File: config.mk
export PLATFORM = sky130hd
export DESIGN_NAME = spi_tx
export DESIGN_NICKNAME = d
export VERILOG_FILES = /design/src/rtl/spi_tx.sv
export SDC_FILE = /design/constraint.sdc
export NUM_CORES = 1
export LEC_CHECK = 0
export ABC_AREA = 0
export CORE_ASPECT_RATIO = 1.2
export CORE_MARGIN = 4
export CORE_UTILIZATION = 46
export CTS_CLUSTER_SIZE = 12
export DETAILED_ROUTE_END_ITERATION = 6
export PLACE_DENSITY = 0.73
export SKIP_CTS_REPAIR_TIMING = 1
export SLEW_MARGIN = 20
export SYNTH_ARGS = -nofsm -noshare
export SYNTH_HDL_FRONTEND = slang
export SYNTH_SLANG_ARGS = --single-unit
export TNS_END_PERCENT = 50
File: constraint.sdc
create_clock -name clk -period 1.7 [get_ports clk]
set_clock_uncertainty 0.2 [all_clocks]
set_input_delay 0.34 -clock clk [delete_from_list [all_inputs] [get_ports clk]]
set_output_delay 0.34 -clock clk [all_outputs]
set_load 0.03 [all_outputs]
File: src/rtl/spi_tx.sv
// SPI mode-0 transmitter: takes a parallel word on a start/busy handshake,
// shifts it out MSB-first and reports frame completion with a one-cycle done pulse.
module spi_tx #(
  parameter int DATA_W  = 8,
  parameter int CLK_DIV = 4
) (
  input  logic              clk,
  input  logic              reset,
  input  logic              start,
  input  logic [DATA_W-1:0] data,
  output logic              busy,
  output logic              done,
  output logic              spi_mosi,
  output logic              spi_clk,
  output logic              spi_cs
);

  localparam int DIV_W = $clog2(CLK_DIV + 1);
  localparam int BIT_W = $clog2(DATA_W + 1);
  localparam logic [DIV_W-1:0] DIV_LAST  = DIV_W'(CLK_DIV - 1);
  localparam logic [BIT_W-1:0] BIT_FIRST = BIT_W'(DATA_W - 1);

  typedef enum logic [1:0] {
    IDLE  = 2'd0,
    LOW   = 2'd1,
    HIGH  = 2'd2,
    TRAIL = 2'd3
  } state_t;

  state_t            state_q, state_d;
  logic [DIV_W-1:0]  div_q, div_d;
  logic [BIT_W-1:0]  bit_q, bit_d;
  logic [DATA_W-1:0] shift_q, shift_d;
  logic              busy_q, busy_d;
  logic              done_q, done_d;
  logic              mosi_q, mosi_d;
  logic              sclk_q, sclk_d;
  logic              cs_q, cs_d;
  logic              phase_end_s;
  logic [DATA_W-1:0] shift_next_s;

  assign phase_end_s  = (div_q == DIV_LAST);
  assign shift_next_s = shift_q << 1'b1;

  // Next-state and next-output logic; every phase lasts CLK_DIV cycles.
  always_comb begin
    state_d = state_q;
    div_d   = div_q;
    bit_d   = bit_q;
    shift_d = shift_q;
    busy_d  = busy_q;
    done_d  = 1'b0;
    mosi_d  = mosi_q;
    sclk_d  = sclk_q;
    cs_d    = cs_q;
    case (state_q)
      IDLE: begin
        if (start && !busy_q) begin
          shift_d = data;
          bit_d   = BIT_FIRST;
          div_d   = '0;
          cs_d    = 1'b0;
          busy_d  = 1'b1;
          mosi_d  = data[DATA_W-1];
          state_d = LOW;
        end else begin
          state_d = IDLE;
        end
      end
      LOW: begin
        if (phase_end_s) begin
          div_d   = '0;
          sclk_d  = 1'b1;
          state_d = HIGH;
        end else begin
          div_d = div_q + DIV_W'(1);
        end
      end
      HIGH: begin
        if (phase_end_s) begin
          div_d  = '0;
          sclk_d = 1'b0;
          // The next bit is presented on the falling edge so the receiver sees it settled.
          if (bit_q != '0) begin
            bit_d   = bit_q - BIT_W'(1);
            shift_d = shift_next_s;
            mosi_d  = shift_next_s[DATA_W-1];
            state_d = LOW;
          end else begin
            mosi_d  = 1'b0;
            state_d = TRAIL;
          end
        end else begin
          div_d = div_q + DIV_W'(1);
        end
      end
      TRAIL: begin
        if (phase_end_s) begin
          div_d   = '0;
          cs_d    = 1'b1;
          busy_d  = 1'b0;
          done_d  = 1'b1;
          state_d = IDLE;
        end else begin
          div_d = div_q + DIV_W'(1);
        end
      end
      default: begin
        state_d = IDLE;
      end
    endcase
  end

  // State and output registers with synchronous reset taking priority.
  always_ff @(posedge clk) begin
    if (reset) begin
      state_q <= IDLE;
      div_q   <= '0;
      bit_q   <= '0;
      shift_q <= '0;
      busy_q  <= 1'b0;
      done_q  <= 1'b0;
      mosi_q  <= 1'b0;
      sclk_q  <= 1'b0;
      cs_q    <= 1'b1;
    end else begin
      state_q <= state_d;
      div_q   <= div_d;
      bit_q   <= bit_d;
      shift_q <= shift_d;
      busy_q  <= busy_d;
      done_q  <= done_d;
      mosi_q  <= mosi_d;
      sclk_q  <= sclk_d;
      cs_q    <= cs_d;
    end
  end

  assign busy     = busy_q;
  assign done     = done_q;
  assign spi_mosi = mosi_q;
  assign spi_clk  = sclk_q;
  assign spi_cs   = cs_q;

endmodule
# [After elaboration in Yosys (flattened, before gate mapping)]
# Cells that the tools add are included.
[totals] reg_bits=21 latchBits=0 mem_bits_rw=0 rom_bits=0 input_bits=11 output_inout_bits=5 word_cells=64 mem_count=0
[op_classes] addsub=2 multipliers=0 div=0 n_lt_le_gt_ge=0 n_eq_ne=9 shift=0 muxes=29 bitwise=1 n_reduce_logical=14
[op_table] op="$mux W7" count=3
[op_table] op="$pmux W7 S2" count=1
[op_table] op="$mux W4" count=3
[op_table] op="$reduce_and A3 Y1" count=4
[op_table] op="$ne A2 B2 Y1 const B" count=5
[op_table] op="$mux W1" count=9
[op_table] op="$mux W2" count=4
[op_table] op="$pmux W1 S2" count=4
[op_table] op="$pmux W2 S4" count=1
[op_table] op="$pmux W4 S2" count=1
[op_table] op="$mux W3" count=2
[op_table] op="$pmux W3 S2" count=1
[op_table] op="$reduce_bool A2 Y1" count=3
[op_table] op="$eq A2 B2 Y1 const B" count=2
[op_table] op="$reduce_and A4 Y1" count=1
[op_table] op="$reduce_bool A4 Y1" count=1
[op_table] op="$sub A4 B1 Y4 const B" count=1
[op_table] op="$add A3 B1 Y3 const B" count=1
[op_table] op="$eq A3 B2 Y1 const B" count=1
[op_table] op="$reduce_or A3 Y1" count=1
[op_table] op="$eq A2 B1 Y1 const B" count=1
[op_table] op="$logic_not A2 Y1" count=1
[op_table] op="$reduce_or A2 Y1" count=1
[op_table] op="$logic_and A1 B1 Y1" count=1
[op_table] op="other kinds (2)" count=2

# [Logic depth before layout (Yosys ltp)]
# Gate-level depths: netlist of the first run.
[logic_depth] ltp_word=4 depth_mapped=7 ltp_nobuf=6

# [Least setup slack after synthesis of the first run]
# No wires, ideal clock.
[synth_timing] kind="register to register" start="register busy_q (netlist: busy)" end="register shift_q[2]" setup_time_ns=0.088 arrival_ns=1.548 required_time_ns=1.412 slack_ns=-0.136 stages_incl_launch_ff=6 n_path_buf=1 synth_period_minus_slack_ns=1.836 path_cell_list="dfxtp_1 or4b_4 a21oi_4 buf_6 nor2_1 a311oi_2"
[synth_between] elab_chain_cells=4
[synth_lines] element="start, declared" line_no="34" rtl="logic busy_q, busy_d;"
[synth_lines] element="start signal, assigned" line_no="131" rtl="busy_q <= busy_d;"
[synth_lines] element="$logic_not A1 Y1" line_no="58" rtl="if (start && !busy_q) begin"
[synth_lines] element="$logic_and A1 B1 Y1" line_no="58"
[synth_lines] element="$ne A2 B2 Y1 (no source line)"
[synth_lines] element="$reduce_and A4 Y1 (no source line)"
[synth_lines] element="end signal, assigned" line_no="130" rtl="shift_q <= shift_d;"
[synth_lines] element="end, declared" line_no="33" rtl="logic [DATA_W-1:0] shift_q, shift_d;"
# Every way passes these cells.
# A chain may end at the register's enable or synchronous reset.

# [Worst setup path in the final report of the first run]
[layout_timing] start="register state_q[1]" end="register shift_q[4]"
[layout_between] elab_chain_cells=3 word_cells_on_any_way=8 classes_between="4 x eq/ne; 1 x mux; 3 x reduce/logical"
[layout_lines] element="start, declared" line_no="30" rtl="state_t state_q, state_d;"
[layout_lines] element="start signal, assigned" line_no="127" rtl="state_q <= state_d;"
[layout_lines] element="$eq A2 B2 Y1 / $logic_not A2 Y1 (equally long branches)" line_no="56" rtl="case (state_q)"
[layout_lines] element="$ne A2 B2 Y1 (no source line) / $reduce_bool A2 Y1 (equally long branches)"
[layout_lines] element="$reduce_and A4 Y1 (no source line)"
# Several ways; a longest one is shown, not always the timed one.

==> results.py, run 1 <==
metrics = {
    "run_status": {
        "status": "finished, violations left",
        "violations": "negative setup slack",
    },
    "die": {
        "die_y_um": 59.8,
        "start_util_pct": 49.1,
        "rows": 18,
        "io_pins": 16,
        "die_width_um": 51.2,
        "dieArea_um2": 3060,
        "core_um2": 2090,
    },
    "power": {
        "finalPower_uw": 1120,
        "p_leak_uw": 0.000657,
        "irDropWorstVdd_v": 0.000576,
        "power-per-cell-area_nw_per_um2": 740,
    },
    "setup_path": {
        "startpoint": "state_q[1]",
        "cp-end-kind": "flip-flop",
        "required_ns": 1.73,
        "critPathKind": "reg -> reg",
        "cpMostUsedCell": "buf_6",
        "reg2regPathDepth": 6,
        "crit_path_top_delay_cell": "or4b_4",
        "cp_data_arrival_time_ns": 1.97,
        "r2r_start": "state_q[1]",
        "crit_chain": "or4b_4 -> a21oi_4 -> buf_6 -> buf_6 -> nor2_2 -> a311oi_1",
        "crit_fanout": 5,
        "timing.rr.end": "shift_q[4]",
        "r2r_slack_ns": -0.24,
        "max_stage_delay_ns": 0.56,
        "startpoint_type": "flip-flop",
    },
    "synthesis": {
        "syn_avg_cell_area_um2": 9.02,
        "mappedNetlistArea_um2": 1030,
        "synth-seq-cells": 21,
        "async_reset_ff_share_pct": 0,
        "postSynthCellCount": 114,
        "ys_warn_count": 0,
        "syn-num-nets": 128,
        "ys_types": 34,
        "synth-edff-count": 0,
        "synthFlopType": "dfxtp_1",
        "ys_seq_area_share_pct": 40.9,
    },
    "detailed_routing": {
        "dr.pass1.iters": 4,
        "drc_errors": 0,
        "wirelength_um": 2770,
        "drtIter0Drc": 13,
        "post_drt_wl_per_cell_um": 15.0,
        "final_antenna_net_count": 0,
        "route.vias.total": 992,
        "vias_per_cell": 5.36,
    },
    "final_layout": {
        "layout.nets": 170,
        "multiInputGateArea_um2": 589,
        "layout-drive-gt1-share_pct": 39.4,
        "area_growth_pct": 46.8,
        "n_antenna_cell": 0,
        "regArea_um2": 432,
        "instances_no_fill": 185,
        "fin_util_pct": 72.1,
        "nFillCells": 174,
        "fin_area_um2": 1510,
    },
    "clocking": {
        "clock_latency_ns": 0.31,
        "htreeDepth": 1,
        "root_buffer": "clkbuf_4",
        "clk_pin_slew_ns": 0.13,
        "cts.sinks": 21,
        "max-clock-path-buffers": 2,
        "cts_buffers": 3,
        "cts_tree": "yes",
    },
    "timing": {
        "slew_headroom_pct": 78.2,
        "hold_violations": 0,
        "setup_violations": 11,
        "final_max_slew_viol_count": 0,
        "setup_ws_ns": -0.238,
        "tns_ns": -1.65,
        "fin_crit_sh_pct": 114,
        "grt_setup_unrepaired": "true",
        "min_period_ns": 1.94,
        "worst_slew_pin_slew_ns": 0.324,
        "fmax_mhz": 516,
    },
    "placed_design": {
        "place_hpwl_um": 2010,
        "placed_cell_area_um2": 1350,
        "dp.cells": 175,
        "port_buffers": 15,
        "gp_congestion": 0.828,
    },
    "global_route": {
        "overflow": 0,
        "grtUsageTotal_pct": 18.8,
        "grt_pass1_wl_um": 4280,
        "antenna_found_initial": 0,
        "grt_max_degree": 13,
        "grt_pass1_vias": 970,
    },
    "flow_run": {
        "cap_violations": 0,
    },
    "min_path": {
        "hold_end": "spi_mosi",
        "min_path_type": "reg -> reg",
        "hold_start": "spi_mosi",
        "min_path_cells": 2,
    },
}
-- layer usage --
| metal | vias up | part of all wire [%] | global-route usage [%] |
|---|---|---|---|
| li1 | 495 | - | - |
| met2 | 21 | 54 | 35.4 |
| met1 | 468 | 41 | 19.9 |
| met3 | 8 | 2.8 | 4.24 |
| met5 | - | 0 | 0 |
| met4 | 0 | 2.1 | 7.69 |
-- final cells by class --
type                       count  share of cell area [%]
clock buffer                   3                    1.49
clock inverter                 1                   0.331
inverter                       6                    1.49
multi-input combinational     81                    39.0
sequential                    21                    28.6
tap                           30                    2.49
timing repair buffer          43                    26.6
-- Yosys cell counts (all sizes together), types with 2 or more instances --
cell type / count / area (um2)
a21oi: 10 / 61.3
nor2b: 3 / 18.8
buf: 3 / 33.8
dfxtp: 21 / 420
ha: 3 / 37.5
a221oi: 2 / 17.5
o211ai: 2 / 15.0
o21ai: 5 / 25.0
nand2: 18 / 67.6
inv: 6 / 22.5
a311oi: 6 / 65.1
clkbuf: 2 / 7.51
a211oi: 2 / 15.0
nor2: 13 / 48.8
-- report_power, final --
part / internal, uW / switching, uW
Clock: 88.1 / 167
Sequential: 529 / 27.2
Combinational: 167 / 138
Total: 785 / 333
-- cell usage in the layout, fill, tap and decap left out, types with 3 or more instances in the layout --
| master | synthesis | routed |
|---|---|---|
| a21oi_1 | 9 | 7 |
| a311oi_1 | 4 | 4 |
| buf_4 | 0 | 21 |
| buf_6 | 3 | 7 |
| clkbuf_4 | 0 | 3 |
| clkdlybuf4s50_1 | 0 | 9 |
| dfxtp_1 | 21 | 16 |
| dfxtp_2 | 0 | 3 |
| dlymetal6s2s_1 | 0 | 6 |
| inv_1 | 6 | 6 |
| nand2_1 | 18 | 18 |
| nor2_1 | 13 | 7 |
| nor2_2 | 0 | 4 |
| o21ai_0 | 5 | 4 |
-- cell families after synthesis --
kind of cell / synth area share (%)
compound gates: 24.0
fa+ha+maj: 3.65
buf+inv: 7.06
flops: 40.9
simple gates: 24.5
-- how the worst max path moves through the flow --
stage / end / slack [ns] / cells past startpoint
after CTS: shift_q[2] / -0.36 / 6
after detailed placement: shift_q[2] / -0.69 / 6
after floorplan: shift_q[2] / -0.08 / 6
final: shift_q[4] / -0.24 / 6
after global placement: shift_q[6] / -0.57 / 6
after global routing: shift_q[6] / -0.29 / 6
-- through the flow --
step | worst slack (ns) | hold slack (ns)
4_1_cts | -0.365 | 0.280
6_report | -0.238 | 0.279
5_1_grt | -0.286 | 0.303
2_1_floorplan | -0.0804 | 0.236
3_5_place_dp | -0.690 | 0.264
3_3_place_gp | -0.572 | 0.246
-- worst max-delay path: cells and delay by family (launching register included) --
family | cells | cell delay, ns
simple gates | 2 | 0.59
compound gates | 2 | 0.44
flops | 1 | 0.38
buf+inv | 2 | 0.24
-- registers in the layout, indices dropped and copies added (netlist names) --
name	cells
done	1
bit_q	4
shift_q	7
busy	1
div_q	3
spi_cs	1
spi_mosi	1
state_q	2
spi_clk	1
Power figures use the tool's default switching activity.
==> inputs of run 2 (changes only) <==
CTS_CLUSTER_SIZE = 28   (was 12)
==> results of run 2 <==
Final layout, timing and power as in run 1 (identical DEF).
==> inputs of run 3 (changes only) <==
HOLD_SLACK_MARGIN = 0.03   (was default)
==> results of run 3 <==
Final layout, timing and power as in run 1 (identical DEF).
